==> src/rtl/vending_machine_nf.sv <==
// vending_machine_nf: cola vending controller, price 2.5 units, 0.5/1-unit coins.
// One-hot credit register with registered Mealy vend/change pulses.
module vending_machine_nf (
    input  logic sys_clk,
    input  logic sysRst,
    input  logic piOne,
    input  logic piHalf,
    output logic OCola,
    output logic change1
);
    typedef enum logic [4:0] {
        IDLE     = 5'b00001,
        HALF     = 5'b00010,
        ONE      = 5'b00100,
        ONE_HALF = 5'b01000,
        TWO      = 5'b10000
    } state_t;
    state_t state;
    logic [1:0] w_money;
    logic       w_half;
    logic       w_one;
    assign w_money = {piOne, piHalf};
    assign w_half  = w_money == 2'b01;
    assign w_one   = w_money == 2'b10;
    always_ff @(posedge sys_clk or posedge sysRst) begin
        if (sysRst) begin
            state   <= IDLE;
            OCola   <= 1'b0;
            change1 <= 1'b0;
        end else begin
            OCola   <= 1'b0;
            change1 <= 1'b0;
            case (state)
                IDLE:     state <= w_half ? HALF : w_one ? ONE : IDLE;
                HALF:     state <= w_half ? ONE : w_one ? ONE_HALF : HALF;
                ONE:      state <= w_half ? ONE_HALF : w_one ? TWO : ONE;
                ONE_HALF: begin
                    state <= w_half ? TWO : w_one ? IDLE : ONE_HALF;
                    OCola <= w_one;
                end
                TWO: begin
                    state   <= (w_half || w_one) ? IDLE : TWO;
                    OCola   <= w_half || w_one;
                    change1 <= w_one;
                end
                // non-one-hot values (upsets) fall back to an empty credit
                default:  state <= IDLE;
            endcase
        end
    end
endmodule

==> config.mk <==
export PLATFORM = sky130hd
export DESIGN_NAME = vending_machine_nf
export DESIGN_NICKNAME = d
export VERILOG_FILES = /design/src/rtl/vending_machine_nf.sv
export SDC_FILE = /design/constraint.sdc
export NUM_CORES = 1
export LEC_CHECK = 0
export CORE_AREA = 2 2 39 41
export DETAILED_ROUTE_END_ITERATION = 16
export DIE_AREA = 0 0 41 43
export GPL_TIMING_DRIVEN = 0
export REMOVE_ABC_BUFFERS = 1
export SYNTH_ARGS = -nofsm -noshare
export SYNTH_HDL_FRONTEND = slang
export SYNTH_SLANG_ARGS = --single-unit
==> constraint.sdc <==
create_clock -name sys_clk -period 3.7 [get_ports sys_clk]
set_input_delay 0.74 -clock sys_clk [delete_from_list [all_inputs] [get_ports sys_clk]]
set_output_delay 0.74 -clock sys_clk [all_outputs]
set_load 0.1 [all_outputs]
After elaboration in Yosys (flattened, before gate mapping). Index checks and enable logic that the tools add are counted.

Bits of input ports: 4. Output and inout port bits: 2. Register bits: 7. Word-level logic and storage cells: 23.

Eq/ne operators: 7. Mux-type cells: 12. Reduce and logical (&&, ||, !) cells: 1.

Operators with widths (count): $pmux W5 S5 (1); $mux W5 (4); $mux W4 (3); $mux W3 (2); $eq A5 B1 Y1 const B (1); $eq A5 B2 Y1 const B (1); $eq A5 B3 Y1 const B (1); $eq A5 B4 Y1 const B (1); $eq A5 B5 Y1 const B (1); $eq A2 B1 Y1 const B (1); $eq A2 B2 Y1 const B (1); $pmux W1 S2 (1); $logic_or A1 B1 Y1 (1); $mux W1 (1).

Depth between registers and ports, before layout.
Depth in word-level cells: 4. Mapped depth: 5. Mapped depth without buffers: 5.

Worst setup path after synthesis. No wires, ideal clock.

Path type: input -> register. From: in piOne. To: reg state[0]. Path slack: 1964 ps. Cell stages on the path: 5. Data arrival time: 1651 ps. Required time: 3615 ps. Path buffers: 0. Setup time: 85 ps. Cells stage by stage: inv_1 > ha_1 > nand3b_1 > a2111o_1 > o221ai_1.

Longest elaborated chain between the ends: 4. Elaborated cells on any way between the ends: 11. Those cells by class: 2 x eq/ne; 8 x mux; 1 x reduce/logical.

RTL lines: start: declaration (RTL line 6) `input logic piOne,`; $eq A2 B2 Y1 or $eq A2 B1 Y1 (tied branches) (RTL line 24, 23); $mux W4 (tied with other cells) (RTL line 38) `state <= w_half ? TWO : w_one ? IDLE : ONE_HALF;`; $mux W5 (tied with other cells) (RTL line 38); $pmux W5 S5 * (RTL line 33) `case (state)`; end signal: assignment (RTL line 34) `IDLE: state <= w_half ? HALF : w_one ? ONE : IDLE;`; end signal: assignment (RTL line 35) `HALF: state <= w_half ? ONE : w_one ? ONE_HALF : HALF;`; end signal: assignment (RTL line 38); end: declaration (RTL line 18) `state_t state;`.

Every way passes the cells marked *; elsewhere a longest branch is shown, timed or not.

Worst setup path in the final report.
From: reg change1. To: out change1.

RTL lines: start: declaration (RTL line 9) `output logic change1`; start signal: assignment (RTL line 44) `change1 <= w_one;`.

No word-level cell between the ends.

==> qor.yml <==
logic_synthesis:
  synthMuxAreaShare_pct: 0
  ys_seq_elements: 7
  synth-compound-area-share_pct: 20.1
  synth_top_area_share_pct: 33.0
  synth_cells: 42
  yosys-top-cells-count: "6 x dfrtp_1, 3 x a221o_1, 3 x and3_1, 3 x ha_1, 3 x inv_1"
  synth.top_cells.by_area: "dfrtp_1 33%, ha_1 8.2%, a221o_1 6.6%, dfstp_2 5.8%, and3_1 4.1%"
  yosysWarnings: 0
  synth_xor_area_share_pct: 1.92
  synth_area_per_cell_sq_um: 10.8
  synth-edff-count: 0
  yosys.area.top_type: "dfrtp_1"
  synth_most_common_cell: "dfrtp_1"
  syn_area_sq_um: 455
  synth-adder-area-share_pct: 8.24
  ys_types: 26
  yosys.area_share.simple_pct: 25.3
  synth_flop_cell: "dfrtp_1"
  synth_top_family_by_area: "simple AND/OR/NAND/NOR gates"
  yosysSeqAreaShare_pct: 38.7
  async_flop_share_pct: 100
global_route:
  grt_pass1_vias: 340
  grt_antenna_before_repair: 0
  overflow: 0
  grt_usage_pct: 13.0
  grt_max_degree: 10
  grt_first_pass_wirelength_um: 1490
detailed_routing:
  post_drt_via_cell_ratio: 5.46
  dr_total_vias: 355
  totalWireLength_um: 868
  dr.pass1.iters: 3
  wl_per_cell_um: 13.4
  postRouteAntennaNets: 0
  drcViolationCount: 0
  drtIter0Drc: 8
setup_path:
  critPathBufInv: 1
  end_kind: "output port"
  slowest_stage: "clkdlybuf4s50_1"
  critPathLaunchType: "flip-flop"
  critPathMaxFanout: 1
  crit_arrival_ns: 1.69
  required_ns: 2.96
  slowest_delay_ns: 1.12
  crit_family: "buffers and inverters"
  path_class: "reg2out"
  path_cells: "clkdlybuf4s50_1"
place:
  placed_cells: 61
  port_buffers: 5
  dp_hpwl_um: 676
  gp_congestion: 0.799
timing:
  period_needed_ns: 2.43
  hold_viol: 0
  worst_slew_pin_slew_ns: 0.965
  fin_crit_sh_pct: 65.6
  hold_ws_ns: 0.647
  slew_headroom_pct: 35.4
  max_freq_ghz: 0.412
  rsz0062_at_grt: "false"
  setup_violations: 0
  totalNegativeSetupSlack_ns: 0
  finClkSkew_ns: 0.00457
  slew_viol_final: 0
clocking:
  cts.sinks: 7
  cts_resized: 0
  clk_pin_slew_worst_paths_ns: 0.05
  numCtsBuffers: 3
  postCtsSetupBuffers: 0
  cts_hold_buffers: 0
  clock_latency_ns: 0.25
  cts_max_level: 1
  cts_root_buf: "clkbuf_4"
  cts_max_path_buffers: 2
  cts_tree: "yes"
floorplan:
  fp.coreArea_sq_um: 1380
  die_area_sq_um: 1760
  die_w_um: 41
  die_h_um: 43
  ios: 6
  rows: 14
  start_util_pct: 32.9
cells_and_area:
  fin_cells: 65
  antenna_cells: 0
  layout.nets: 57
  syn2layout_area_growth_pct: 17.9
  drive_gt1_share_pct: 18.4
pwr:
  power.density_nw_per_um2: 551
  leakage_nw: 0.260
  ir_worst_vdd_mv: 0.261
  total_power_mw: 0.296
worst_hold_path:
  hold_path_class: "reg2reg"
run:
  cap_violations: 0
outcome:
  outcome: "finished, final reports clean"
## per-layer routing
metal / GRT usage (%) / share of wire (%) / wire, um / vias up
li1: - / - / - / 180
met1: 16.4 / 45 / 390 / 167
met2: 18.1 / 49 / 428 / 8
met3: 9.42 / 5.8 / 50 / 0
met4: 2.00 / 0 / 0 / 0
met5: 0 / 0 / 0 / -
## sequential cells by signal, summed over array words and instances (netlist names)
name     flops
OCola        1
change1      1
state        5
## final cells by class
type | instances | area, sq um
repair buffers | 5 | 50.0
well taps | 16 | 20.0
fillers | 147 | 847
multi-input cells | 30 | 253
inverters | 3 | 11.3
flip-flops and latches | 7 | 176
clock buffers | 4 | 26.3
## report_power, final
part           leakage, nW  total [mW]  switching (mW)  internal [mW]
clock network       0.0150      0.0668          0.0258         0.0410
registers           0.0931       0.128          0.0310         0.0968
logic                0.152       0.101          0.0458         0.0554
total                0.260       0.296           0.103          0.193
## path summary, 6_finish.rpt
kind	depth (start not counted)	startpoint	endpoint	slack [ns]
worst max register to register	3	state[0]	state[2]	2.31
max in group asynchronous	2	sysRst	state[0]	2.72
min in group asynchronous	2	sysRst	OCola	0.72
worst min-delay path	2	state[4]	state[0]	0.65
worst max-delay path	1	change1	change1	1.27
worst min register to register	2	state[4]	state[0]	0.65
## metrics by stage
stage	utilization [%]	area, sq um	setup WS (ns)
5_1_grt	38.8	537	1.20
6_report	38.8	537	1.27
4_1_cts	38.8	537	1.26
3_3_place_gp	36.9	510	1.34
3_5_place_dp	36.9	510	1.34
2_1_floorplan	-	440	1.96
## layout by cell type (no fill, tap or decap), types with 2 or more instances in the layout
master           count
dfrtp_1              6
clkdlybuf4s50_1      5
inv_1                3
and3_1               3
a221o_1              3
ha_1                 3
clkbuf_4             3
nor2_1               2
nand3b_1             2
## kinds of logic (layout without fill, tap and decap cells)
kind of cell,after synthesis,after routing
fa+ha+maj,3,3
buf+inv,5,12
simple gates,16,16
flops,7,7
compound gates,10,10
xor+xnor,1,1
Note: power is estimated with default switching activity, not from simulation.
